### config.mk
export PLATFORM = sky130hd
export DESIGN_NAME = apbspi_apb_ctrl_v2
export DESIGN_NICKNAME = d
export VERILOG_FILES = /design/src/rtl/apbspi_pkg.sv /design/src/rtl/apbspi_irq_ctrl.sv /design/src/rtl/apbspi_apb_ctrl_v2.sv
export SDC_FILE = /design/constraint.sdc
export NUM_CORES = 1
export LEC_CHECK = 0
export ABC_AREA = 1
export CAP_MARGIN = 20
export CORE_MARGIN = 4
export CORE_UTILIZATION = 50
export CTS_BUF_LIST = sky130_fd_sc_hd__clkbuf_16
export DETAILED_ROUTE_END_ITERATION = 16
export DONT_BUFFER_PORTS = 1
export PLACE_DENSITY = 0.76
export SETUP_SLACK_MARGIN = 0.5
export SLEW_MARGIN = 25
export SYNTH_ARGS = -nofsm -noshare
export SYNTH_HDL_FRONTEND = slang
export SYNTH_SLANG_ARGS = --single-unit
### constraint.sdc
create_clock -name pclk -period 1.7 [get_ports pclk]
set_input_delay 0 -clock pclk [delete_from_list [all_inputs] [get_ports pclk]]
set_output_delay 0 -clock pclk [all_outputs]
set_load 0.05 [all_outputs]
### src/rtl/apbspi_pkg.sv
// apbspi_pkg: register offsets, bit indices and APB FSM state shared by the APB/SPI control slice
package apbspi_pkg;
  localparam logic [7:0] OFF_TXDATA = 8'h00;
  localparam logic [7:0] OFF_RXDATA = 8'h04;
  localparam logic [7:0] OFF_CR     = 8'h08;
  localparam logic [7:0] OFF_SR     = 8'h0C;
  localparam logic [7:0] OFF_PRESC  = 8'h10;
  localparam logic [7:0] OFF_IRQ_EN = 8'h14;
  localparam logic [7:0] OFF_IRQ    = 8'h18;
  localparam logic [7:0] OFF_CS     = 8'h1C;
  localparam logic [7:0] OFF_THR    = 8'h20;
  localparam logic [7:0] OFF_LVL    = 8'h24;
  localparam int CR_SPIEN     = 0;
  localparam int CR_CPHA      = 1;
  localparam int CR_CPOL      = 2;
  localparam int CR_LSB_FIRST = 3;
  localparam int CR_FLUSH_TX  = 4;
  localparam int CR_FLUSH_RX  = 5;
  localparam int SR_BUSY      = 0;
  localparam int SR_TX_EMPTY  = 1;
  localparam int SR_TX_FULL   = 2;
  localparam int SR_RX_EMPTY  = 3;
  localparam int SR_RX_FULL   = 4;
  localparam int IRQ_TX_EMPTY = 0;
  localparam int IRQ_TX_FULL  = 1;
  localparam int IRQ_RX_EMPTY = 2;
  localparam int IRQ_RX_FULL  = 3;
  localparam int IRQ_TRX_DONE = 4;
  localparam int IRQ_TX_LOW   = 5;
  localparam int IRQ_RX_HIGH  = 6;
  localparam int IRQ_RX_OVR   = 7;
  localparam int IRQ_W        = 8;
  localparam int CS_MANUAL    = 8;
  typedef enum logic [1:0] {IDLE, ACCESS, STALL} apb_state_e;
endpackage

### src/rtl/apbspi_irq_ctrl.sv
// apbspi_irq_ctrl: rising-edge IRQ latches with W1C (set wins) and registered irq; ports pclk/presetn, src levels, ovr pulse, w1c mask, irq_en -> stat, irq
module apbspi_irq_ctrl
  import apbspi_pkg::*;
(
  input  logic             pclk,
  input  logic             presetn,
  input  logic [IRQ_W-2:0] src,
  input  logic             ovr,
  input  logic [IRQ_W-1:0] w1c,
  input  logic [IRQ_W-1:0] irq_en,
  output logic [IRQ_W-1:0] stat,
  output logic             irq
);
  logic [IRQ_W-2:0] prev;
  always_ff @(posedge pclk or negedge presetn) begin
    if (!presetn) begin
      prev <= '0;
      stat <= '0;
      irq  <= 1'b0;
    end else begin
      prev <= src;
      stat <= (stat & ~w1c) | {ovr, src & ~prev};
      irq  <= |(stat & irq_en);
    end
  end
endmodule

### src/rtl/apbspi_apb_ctrl_v2.sv
// apbspi_apb_ctrl_v2: APB slave for an SPI core (regs, FIFO strobes with stall/timeout, CS and IRQ); ports pclk/presetn, APB, FIFO flags/levels/data/strobes, SPI status/controls, spi_cs_n, irq
module apbspi_apb_ctrl_v2
  import apbspi_pkg::*;
#(
  parameter int ADDR_WIDTH = 32,
  parameter int DATA_WIDTH = 32,
  parameter int NUM_CS     = 4,
  parameter int FIFO_DEPTH = 16,
  parameter int WAIT_MAX   = 255,
  localparam int LW        = $clog2(FIFO_DEPTH) + 1
) (
  input  logic                  pclk,
  input  logic                  presetn,
  input  logic                  psel,
  input  logic                  penable,
  input  logic                  pwrite,
  input  logic [ADDR_WIDTH-1:0] paddr,
  input  logic [31:0]           pwdata,
  output logic [31:0]           prdata,
  output logic                  pready,
  output logic                  pslverr,
  input  logic                  tx_full,
  input  logic                  tx_empty,
  input  logic                  rx_full,
  input  logic                  rx_empty,
  input  logic [LW-1:0]         tx_level,
  input  logic [LW-1:0]         rx_level,
  input  logic                  rx_overrun,
  input  logic [DATA_WIDTH-1:0] rx_rdata,
  output logic [DATA_WIDTH-1:0] tx_wdata,
  output logic                  tx_push,
  output logic                  rx_pop,
  output logic                  tx_flush,
  output logic                  rx_flush,
  input  logic                  spi_busy,
  input  logic                  spi_trx_done,
  output logic                  spi_enable,
  output logic                  spi_cpha,
  output logic                  spi_cpol,
  output logic                  spi_lsb_first,
  output logic [31:0]           spi_prescaler,
  output logic [NUM_CS-1:0]     spi_cs_n,
  output logic                  irq
);
  apb_state_e state, state_n;
  logic [7:0] off;
  logic [31:0] wcnt, rdata;
  logic bad, stall, timeout, done, wr_done;
  logic [3:0] cr;
  logic [7:0] irq_en, tx_thr, rx_thr;
  logic [IRQ_W-1:0] irq_stat, w1c;
  logic [IRQ_W-2:0] src;
  logic [NUM_CS-1:0] cs_mask;
  logic cs_manual;
  logic [4:0] sr;
  logic unused_ok;
  assign unused_ok = ^{paddr[ADDR_WIDTH-1:8], paddr[1:0]};
  assign off = {paddr[7:2], 2'b00};
  always_comb begin
    bad     = (off > OFF_LVL) | (pwrite & ((off == OFF_RXDATA) | (off == OFF_SR) | (off == OFF_LVL)));
    stall   = ~bad & (pwrite ? (off == OFF_TXDATA) & tx_full : (off == OFF_RXDATA) & rx_empty);
    timeout = wcnt >= 32'(WAIT_MAX);
  end
  always_ff @(posedge pclk or negedge presetn) begin
    if (!presetn) begin
      state <= IDLE;
      wcnt  <= '0;
    end else begin
      state <= state_n;
      wcnt  <= (state_n == STALL) ? wcnt + 32'd1 : '0;
    end
  end
  always_comb begin
    state_n = state == IDLE ? ((psel & ~penable) ? ACCESS : IDLE)
            : (pready | ~psel) ? IDLE
            : (penable & stall) ? STALL : state;
  end
  always_comb begin
    pready  = (state != IDLE) & psel & penable & (~stall | timeout);
    pslverr = pready & (bad | stall);
    prdata  = (pready & ~pslverr & ~pwrite) ? rdata : '0;
  end
  assign done     = pready & ~pslverr;
  assign wr_done  = done & pwrite;
  assign tx_push  = wr_done & (off == OFF_TXDATA);
  assign tx_wdata = pwdata[DATA_WIDTH-1:0];
  assign rx_pop   = done & ~pwrite & (off == OFF_RXDATA);
  always_comb begin
    sr = '0;
    sr[SR_BUSY]     = spi_busy;
    sr[SR_TX_EMPTY] = tx_empty;
    sr[SR_TX_FULL]  = tx_full;
    sr[SR_RX_EMPTY] = rx_empty;
    sr[SR_RX_FULL]  = rx_full;
    rdata = off == OFF_RXDATA ? 32'(rx_rdata)
          : off == OFF_CR     ? 32'(cr)
          : off == OFF_SR     ? 32'(sr)
          : off == OFF_PRESC  ? spi_prescaler
          : off == OFF_IRQ_EN ? 32'(irq_en)
          : off == OFF_IRQ    ? 32'(irq_stat)
          : off == OFF_CS     ? 32'({cs_manual, 8'(cs_mask)})
          : off == OFF_THR    ? {16'b0, rx_thr, tx_thr}
          : off == OFF_LVL    ? {16'b0, 8'(rx_level), 8'(tx_level)} : '0;
  end
  always_ff @(posedge pclk or negedge presetn) begin
    if (!presetn) begin
      cr            <= '0;
      spi_prescaler <= '0;
      irq_en        <= '0;
      cs_mask       <= '0;
      cs_manual     <= 1'b0;
      tx_thr        <= '0;
      rx_thr        <= '0;
      tx_flush      <= 1'b0;
      rx_flush      <= 1'b0;
    end else begin
      tx_flush <= wr_done & (off == OFF_CR) & pwdata[CR_FLUSH_TX];
      rx_flush <= wr_done & (off == OFF_CR) & pwdata[CR_FLUSH_RX];
      if (wr_done && off == OFF_CR) cr <= pwdata[3:0];
      if (wr_done && off == OFF_PRESC) spi_prescaler <= pwdata;
      if (wr_done && off == OFF_IRQ_EN) irq_en <= pwdata[7:0];
      if (wr_done && off == OFF_CS) begin
        cs_mask   <= pwdata[NUM_CS-1:0];
        cs_manual <= pwdata[CS_MANUAL];
      end
      if (wr_done && off == OFF_THR) begin
        tx_thr <= pwdata[7:0];
        rx_thr <= pwdata[15:8];
      end
    end
  end
  assign spi_enable    = cr[CR_SPIEN];
  assign spi_cpha      = cr[CR_CPHA];
  assign spi_cpol      = cr[CR_CPOL];
  assign spi_lsb_first = cr[CR_LSB_FIRST];
  assign spi_cs_n      = cs_manual ? ~cs_mask : ~(cs_mask & {NUM_CS{spi_busy}});
  always_comb begin
    src = '0;
    src[IRQ_TX_EMPTY] = tx_empty;
    src[IRQ_TX_FULL]  = tx_full;
    src[IRQ_RX_EMPTY] = rx_empty;
    src[IRQ_RX_FULL]  = rx_full;
    src[IRQ_TRX_DONE] = spi_trx_done;
    src[IRQ_TX_LOW]   = 8'(tx_level) <= tx_thr;
    src[IRQ_RX_HIGH]  = 8'(rx_level) >= rx_thr;
    w1c = (wr_done && off == OFF_IRQ) ? pwdata[IRQ_W-1:0] : '0;
  end
  apbspi_irq_ctrl u_irq (
    .pclk    (pclk),
    .presetn (presetn),
    .src     (src),
    .ovr     (rx_overrun),
    .w1c     (w1c),
    .irq_en  (irq_en),
    .stat    (irq_stat),
    .irq     (irq)
  );
endmodule

# After elaboration in Yosys (flattened, before gate mapping)
# Cells that the tools add are included.
word_totals:
  inputBits: 118
  regBits: 117
  out_inout_bits: 111
classes:
  mux: 18
  reduce_logical: 10
  n_lt_le_gt_ge: 4
  eq_ne: 10
  n_bitwise: 39
  addsub: 1
op_table:
  columns: ["operator", "n"]
  rows:
  - ["32-bit two-way mux", 6]
  - ["16-bit two-way mux", 4]
  - ["32-bit by 1-bit adder with 32-bit output, second input constant", 1]
  - ["32-bit by 8-bit >= comparator with 1-bit output, second input constant", 1]
  - ["6-bit by 3-bit == test with 1-bit output, second input constant", 4]
  - ["1-bit AND", 18]
  - ["8-bit AND", 2]
  - ["13-bit two-way mux", 1]
  - ["6-bit by 2-bit == test with 1-bit output, second input constant", 2]
  - ["6-bit by 4-bit == test with 1-bit output, second input constant", 2]
  - ["5-bit by 8-bit >= comparator with 1-bit output", 1]
  - ["8-bit by 6-bit > comparator with 1-bit output, second input constant", 1]
  - ["5-bit by 8-bit less-or-equal comparator with 1-bit output", 1]
  - ["8-bit logical NOT", 1]
  - ["8-bit two-way mux", 1]
  - ["4-bit NOT", 2]
  - ["8-bit NOT", 1]
  - ["8-bit bitwise OR", 1]
  - ["8-bit OR reduction", 1]
  - ["7-bit AND", 1]
  - ["7-bit NOT", 1]
  - ["6-bit by 1-bit == test with 1-bit output, second input constant", 1]
  - ["1-bit logical AND", 6]
  - ["2-bit two-way mux", 3]
  - ["8 further kinds", 19]

# Longest topological paths before layout
# Gate-level depths: netlist (run 1).
logic_depth:
  ltp_word: 19
  mapped_depth: 12

# Modules after synthesis
# A second synthesis (run 1) with hierarchy kept.
unflattened:
  hier_cells: 992
  area_unflattened_um2: 7241.9
modules_own_cells:
  columns: ["module", "instances", "area_each_um2", "seq_area_each_um2", "cells_each"]
  rows:
  - ["apbspi_apb_ctrl_v2", 1, 6677.7, 2527.4, 938]
  - ["apbspi_irq_ctrl", 1, 564.3, 400.4, 54]

# Least setup slack after synthesis (run 1)
# OpenSTA, ideal clock, no wires.
synth_timing:
  path_type: "reg2out"
  startpoint: "register state[1]"
  endpoint: "output tx_push"
  stages_incl_launch_ff: 5
  path_buffers: 0
  slack_ps: -640
  arrival_time_ps: 2340
  cell_sequence: "dfrtp_1 > nor2_1 > nor3_1 > inv_1 > nor4_1"
synth_between:
  elab_chain_cells: 9
synth_lines:
  columns: ["element", "line", "rtl"]
  rows:
  - ["start: declaration", "apbspi_apb_ctrl_v2.sv:45", "apb_state_e state, state_n;"]
  - ["start signal: assignment", "apbspi_apb_ctrl_v2.sv:69", "state <= state_n;"]
  - ["2-bit nonzero test (*)", "apbspi_apb_ctrl_v2.sv:79", "pready = (state != IDLE) & psel & penable & (~stall | timeout);"]
  - ["1-bit AND (*) (3 in a row)", "apbspi_apb_ctrl_v2.sv:79", null]
  - ["1-bit AND", "apbspi_apb_ctrl_v2.sv:80", "pslverr = pready & (bad | stall);"]
  - ["1-bit NOT", "apbspi_apb_ctrl_v2.sv:83", "assign done = pready & ~pslverr;"]
  - ["1-bit AND (*)", "apbspi_apb_ctrl_v2.sv:83", null]
  - ["1-bit AND (*)", "apbspi_apb_ctrl_v2.sv:84", "assign wr_done = done & pwrite;"]
  - ["1-bit AND (*)", "apbspi_apb_ctrl_v2.sv:85", "assign tx_push = wr_done & (off == OFF_TXDATA);"]
  - ["end: declaration", "apbspi_apb_ctrl_v2.sv:31", "output logic tx_push,"]
# Every way passes the cells marked *; elsewhere a longest branch is shown, timed or not.

# Worst setup path in the final report (run 1)
layout_timing:
  startpoint: "register wcnt[0]"
  endpoint: "register wcnt[29]"
layout_between:
  elab_chain_cells: 8
  word_cells_on_any_way: 9
  classes_between: "add/sub: 1; order compare: 1; eq/ne: 1; mux: 3; bitwise: 3"
layout_lines:
  columns: ["element", "line", "rtl"]
  rows:
  - ["start: declaration", "apbspi_apb_ctrl_v2.sv:47", "logic [31:0] wcnt, rdata;"]
  - ["start signal: assignment", "apbspi_apb_ctrl_v2.sv:70", "wcnt <= (state_n == STALL) ? wcnt + 32'd1 : '0;"]
  - ["32-bit by 8-bit >= comparator with 1-bit output", "apbspi_apb_ctrl_v2.sv:62", "timeout = wcnt >= 32'(WAIT_MAX);"]
  - ["1-bit bitwise OR", "apbspi_apb_ctrl_v2.sv:79", null]
  - ["1-bit AND", "apbspi_apb_ctrl_v2.sv:79", null]
  - ["1-bit bitwise OR", "apbspi_apb_ctrl_v2.sv:75", ": (pready | ~psel) ? IDLE"]
  - ["2-bit two-way mux", "apbspi_apb_ctrl_v2.sv:75", null]
  - ["2-bit two-way mux", "apbspi_apb_ctrl_v2.sv:74", "state_n = state == IDLE ? ((psel & ~penable) ? ACCESS : IDLE)"]
  - ["2-bit == test", "apbspi_apb_ctrl_v2.sv:70", null]
  - ["32-bit two-way mux (*)", "apbspi_apb_ctrl_v2.sv:70", null]
# Marks and branches as above.
# A chain may end at the register's enable or synchronous reset.

==> results.json, run 1 <==
{
  "core-area_um2": 13930,
  "clockBufferDepth": 2,
  "wl_per_cell_um": 20.84,
  "violations": "hold timing, setup timing",
  "clock_latency_ns": 0.43,
  "powerDensity_nw_per_um2": 638.3,
  "grt_util_all_layers": 0.2972,
  "hold_viol": 118,
  "period_minus_slack_ns": 2.049,
  "reg2reg_slack_ns": -0.35,
  "p_leak_nw": 4.763,
  "finalWorstSetupSlack_ns": -0.3495,
  "yosys.cell_types.count": 38,
  "root_buffer": "clkbuf_16",
  "tritoncts": "done",
  "hold_path_class": "in -> async",
  "dieArea_um2": 16220,
  "syn_nets": 1067,
  "avgViaCountPerCell": 5.887,
  "max_freq_ghz": 0.4879,
  "final_max_slew_viol_count": 0,
  "cp_common_cell": "nand2_1",
  "yosysWarningCount": 0,
  "grt_start_max_net_pins": 118,
  "htreeDepth": 4,
  "reg2reg_depth": 11,
  "synth_top_area_frac": 0.4111,
  "layout-drive-gt1-share": 0.3747,
  "rsz0062_at_grt": "true",
  "ys_seq_area_frac": 0.4111,
  "switching_share": 0.2422,
  "p_seq_frac": 0.418,
  "port_buffers": 0,
  "cp.arrival_ns": 2.42,
  "switchingPower_w": 0.001638,
  "critical_path_class": "reg -> reg",
  "fin_skew_ns": 0.006699,
  "cp.buffers_inverters": 3,
  "ys_seq_elements": 117,
  "p_int_w": 0.005126,
  "antenna_found_initial": 0,
  "use_met3": 0.08152,
  "syn_to_final_growth_pct": 48.79,
  "required_ns": 2.07,
  "cp-start-kind": "register",
  "fin_util": 0.7604,
  "die_w_um": 127.3,
  "die_h_um": 127.3,
  "synth_edf_count": 0,
  "r2r-start": "wcnt[0]",
  "relSlewSlack": 0.5823,
  "post-place-ws_ns": -0.09813,
  "maxCapViolCount": 0,
  "antenna_cells": 0,
  "wl_mm": 26.44,
  "status": "finished, violations left",
  "met2_usage": 0.4732,
  "drt-initial-drc-count": 878,
  "grt_pass1_vias": 7136,
  "first_pass_iters": 8,
  "cp-end-kind": "register",
  "layout_commonest_cell": "nand2_1",
  "ys_top_cells_by_area": "dfrtp_1, nand2_1, inv_1",
  "reg2reg_to": "wcnt[29]",
  "layout.nets": 1206,
  "synth_area_um2": 7122,
  "cpMaxStageDelayCell": "dfrtp_1",
  "overflow": 0,
  "dp_hpwl_mm": 15.48,
  "synth_cells": 938,
  "io_pins": 229,
  "final_cell_mix": "nand2_1, dfrtp_1, inv_1",
  "clk_pin_slew_ns": 0.06,
  "tightest_slew_ns": 0.6265,
  "grt.busiest_layer": "met2",
  "drtAntennaViolNets": 0,
  "period_share": 1.206,
  "vdd_drop_max_mv": 0.6696,
  "use_met1": 0.3899,
  "grt_pass1_wl_mm": 37.83,
  "crit_family": "simple AND/OR/NAND/NOR gates",
  "cts_buffers": 17,
  "num_vias": 7471,
  "pwr-share-comb": 0.064,
  "async_reset_ff_frac": 1.000,
  "setup_viol": 109,
  "rows": 43,
  "power.share.clock": 0.518,
  "synth_top_flop_cell": "dfrtp_1",
  "yosys.area.top_type": "dfrtp_1",
  "path_cells": "buf_4, nand3_1, inv_1, nand2_1, nor2_1, inv_1, nor2_1, nand2_1, nand2_1, nand2_1, nor2_4",
  "max_stage_delay_ns": 0.34,
  "cts_sinks": 117,
  "avgSynthCellArea_um2": 7.593,
  "drc": 0,
  "crit_fanout": 4,
  "gp_congestion": 0.9299,
  "start_util": 0.5111,
  "hold_slack_ns": -0.7348
}
==> what timing repair did <==
action                                  in CTS  in global routing
endpoints found under the setup margin     152                151
resized for setup                          100                 90
pin swaps                                   36                 11
hold buffers                                44                  4
setup buffers                               22                  7
endpoints found under the hold margin      201                163
gates cloned                                 6                  2
==> how the worst max path moves through the flow <==
stage | end | slack, ns | start | cells after the start
after CTS | prdata[9] | -0.26 | state[1] | 9
after detailed placement | wcnt[15] | -0.1 | wcnt[1] | 11
final | wcnt[29] | -0.35 | wcnt[0] | 11
after floorplan | wcnt[17] | 0.006 | wcnt[0] | 11
after global placement | wcnt[31] | -0.02 | wcnt[1] | 11
after global routing | wcnt[29] | -0.45 | wcnt[0] | 11
==> stage by stage <==
step / power, W / setup TNS [ns] / instance area (um^2) / instances / hold WS, ns
2_1_floorplan: 0.003269 / 0 / 7769 / 938 / -0.2956
3_3_place_gp: 0.003120 / -0.5340 / 8373 / 1153 / -0.2894
3_5_place_dp: 0.003126 / -2.542 / 8373 / 1153 / -0.2888
4_1_cts: 0.006670 / -11.12 / 10040 / 1256 / -0.7312
5_1_grt: 0.006921 / -26.37 / 10600 / 1269 / -0.7427
6_report: 0.006764 / -16.50 / 10600 / 1269 / -0.7348
==> flip-flops by register name, summed over array words and instances, names as in the netlist <==
register,count
tx_thr,8
wcnt,32
rx_thr,8
tx_flush,1
cs_manual,1
state,2
cr,4
rx_flush,1
cs_mask,4
spi_prescaler,32
irq_en,8
u_irq.prev,7
u_irq.stat,8
u_irq.irq,1
==> kinds of logic (layout without fill, tap and decap cells) <==
kind of cell,count (synthesis),after routing,synth area share
compound gates,119,119,0.1073
xor+xnor,18,18,0.02214
fa+ha+maj,11,11,0.01933
buf+inv,176,324,0.1247
flops,117,117,0.4111
simple gates,497,500,0.3154
==> final cells by class <==
type                    instances  area [um^2]
flip-flops and latches        117         2937
clock buffers                  17        425.4
well taps                     180        225.2
fillers                       827         3338
multi-input cells             648         4557
clock inverters                14        136.4
repair buffers                172         1852
inverters                     121        464.2
==> per-layer routing <==
layer  vias to the layer above  part of all wire
met3                       119              0.10
met5                         -                 0
met2                       485              0.49
met1                      3624              0.36
met4                         0             0.044
li1                       3243                 -
==> power groups by stage <==
| stage | logic [W] | clock network, W | registers (W) |
|---|---|---|---|
| 6_report | 0.000434 | 0.00350 | 0.00283 |
| 2_1_floorplan | 0.000389 | 0 | 0.00288 |
| 4_1_cts | 0.000377 | 0.00347 | 0.00283 |
| 3_5_place_dp | 0.000251 | 0 | 0.00287 |
| 3_3_place_gp | 0.000246 | 0 | 0.00287 |
| 5_1_grt | 0.000464 | 0.00363 | 0.00283 |
==> Yosys cell counts, types with 4 or more instances <==
cell,instances
inv_1,116
buf_6,13
a21oi_1,17
buf_4,33
o21ai_2,32
nand2_1,276
dfrtp_1,117
nand3_1,30
o22ai_1,5
nor3_1,17
clkbuf_1,4
xor2_1,12
buf_2,5
xnor2_1,6
ha_1,11
nor4_1,4
o21ai_1,11
a221oi_1,5
nand4_1,30
nand2_2,13
nand3_4,6
o21ai_0,39
nor2_1,105
==> worst register-to-register path: cells and delay by family, from the launching register on <==
family	cells	cell delay [ns]
DFF	1	0.34
buffers and inverters	3	0.42
and+or+nand+nor	8	1.22
(Power assumes the default switching activity.)
==> run 2: changes to the inputs <==
--- a/config.mk
+++ b/config.mk
@@ -13,6 +13,7 @@
 export DETAILED_ROUTE_END_ITERATION = 16
 export DONT_BUFFER_PORTS = 1
 export PLACE_DENSITY = 0.76
+export REMOVE_ABC_BUFFERS = 1
 export SETUP_SLACK_MARGIN = 0.5
 export SLEW_MARGIN = 25
 export SYNTH_ARGS = -nofsm -noshare
==> results.json, run 2 (synthesis results as in run 1) <==
{
  "start_util": 0.5111,
  "p_leak_nw": 4.732,
  "violations": "hold timing, setup timing",
  "drt-initial-drc-count": 768,
  "setup_viol": 124,
  "die_w_um": 127.3,
  "finalWorstSetupSlack_ns": -0.4032,
  "overflow": 0,
  "cp-end-kind": "output port",
  "grt_pass1_wl_mm": 35.03,
  "fin_skew_ns": 0.004820,
  "layout.nets": 1231,
  "grt_start_max_net_pins": 118,
  "post-place-ws_ns": -0.1360,
  "ff_latch_area_um2": 2929,
  "syn_to_final_growth_pct": 44.34,
  "io_pins": 229,
  "rsz0062_at_grt": "true",
  "wl_met3_mm": 2.489,
  "reg_top3": "spi_prescaler x32, wcnt x32",
  "reg2reg_slack_ns": -0.35,
  "dieArea_um2": 16220,
  "ctsHoldBuffers": 41,
  "grt_util_all_layers": 0.2730,
  "wl_mm": 25.11,
  "grt_pass1_vias": 6976,
  "dp_hpwl_mm": 14.64,
  "gp_congestion": 0.9629,
  "cp-start-kind": "register",
  "htreeDepth": 4,
  "die_h_um": 127.3,
  "drtAntennaViolNets": 0,
  "maxCapViolCount": 0,
  "required_ns": 1.70,
  "cts_buffers": 17,
  "layout-drive-gt1-share": 0.3261,
  "tightest_slew_ns": 0.5749,
  "final_max_slew_viol_count": 0,
  "fillers": 939,
  "wl_per_cell_um": 19.42,
  "cp.arrival_ns": 2.10,
  "cts_sinks": 117,
  "hold_viol": 161,
  "period_share": 1.237,
  "vdd_drop_max_mv": 0.6741,
  "rows": 43,
  "fin_util": 0.7377,
  "period_minus_slack_ns": 2.103,
  "drc": 0,
  "first_pass_iters": 8,
  "status": "finished, violations left",
  "port_buffers": 0,
  "hold_slack_ns": -0.7155,
  "wirelength_met1_mm": 9.005,
  "antenna_cells": 0,
  "reg2reg_depth": 12,
  "layout_commonest_cell": "nand2_1",
  "met2RoutedLength_mm": 12.50,
  "core-area_um2": 13930,
  "multi_input_area_um2": 3913,
  "avgViaCountPerCell": 5.750,
  "clk_pin_slew_ns": 0.05,
  "final_cell_mix": "nand2_1, dfrtp_1, inv_1",
  "critical_path_class": "reg -> out",
  "num_vias": 7435,
  "clockBufferDepth": 2,
  "crit_fanout": 9,
  "reg2reg_to": "spi_prescaler[6]",
  "tritoncts": "done",
  "max_freq_ghz": 0.4755,
  "antenna_found_initial": 0,
  "r2r-start": "state[0]",
  "root_buffer": "clkbuf_16",
  "relSlewSlack": 0.6168,
  "clock_latency_ns": 0.41,
  "hold_path_class": "in -> async",
  "top_layer": "met4",
  "powerDensity_nw_per_um2": 642.0
}
run 2: cell count changes in the layout (fill, tap and decap cells not counted), moves of 4 or more:
cell | before | now
nand2_8 | 24 | 1
dfrtp_2 | 7 | 1
buf_12 | 23 | 30
dfrtp_1 | 110 | 116
o21ai_2 | 47 | 36
nand2_4 | 22 | 1
nand2_1 | 191 | 244
o21ai_0 | 13 | 27
nand2_2 | 53 | 44
dlygate4sd3_1 | 47 | 41
buf_6 | 14 | 31
buf_8 | 1 | 5
run 2: stage by stage:
stage	cells	area [um^2]	hold WS (ns)	TNS, ns	power (W)
global route	1293	10280	-0.7340	-41.28	0.006769
global placement	1183	8145	-0.2897	0	0.003099
finish	1293	10280	-0.7155	-31.73	0.006600
floorplan	883	6688	-0.2956	-41.52	0.003034
CTS	1271	9711	-0.7216	-12.59	0.006561
detailed placement	1183	8145	-0.2911	-3.001	0.003104
run 2: repair_timing:
item	in CTS	in global routing
setup buffers	13	12
resized for setup	140	81
cloned	4	10
setup endpoints to repair	152	152
pin swaps	19	17
hold endpoints to repair	201	162
run 2: layout make-up:
cell class / instances / share of cell area
multi-input cells: 649 / 0.3806
inverters: 121 / 0.04443
clock inverters: 13 / 0.01168
clock buffers: 17 / 0.04138
well taps: 180 / 0.02191
flip-flops and latches: 117 / 0.2849
repair buffers: 196 / 0.2151
run 2: metal layers:
metal  global-route usage  vias to the layer above
li1                     -                     3301
met3              0.07776                      137
met4               0.1148                        0
met5                    0                        -
met2               0.4652                      548
met1               0.3232                     3449
run 2: how the worst max path moves through the flow:
| stage | start | endpoint | slack, ns | depth (start not counted) |
|---|---|---|---|---|
| after floorplan | state[1] | tx_push | -0.64 | 4 |
| after global placement | state[1] | prdata[14] | 0.01 | 10 |
| after detailed placement | wcnt[0] | wcnt[26] | -0.14 | 11 |
| after CTS | state[0] | prdata[30] | -0.32 | 9 |
| after global routing | state[0] | prdata[14] | -0.45 | 10 |
| final | state[0] | prdata[14] | -0.40 | 10 |
run 2: critical path, stage by stage (launching register included):
cell and delay [ns]:
dfrtp_1 0.37, nor2_2 0.06, nor3_2 0.19, inv_2 0.10
nor2_8 0.15, nand2_8 0.12, buf_12 0.18, nor2_4 0.13
nand2_1 0.12, nand2_2 0.12, buf_12 0.14
run 2: power by group:
part / internal, W / switching [W] / leakage, nW
clock: 0.00211 / 0.00127 / 0.274
sequential: 0.00281 / 0.0000247 / 1.57
combinational: 0.000174 / 0.000218 / 2.88
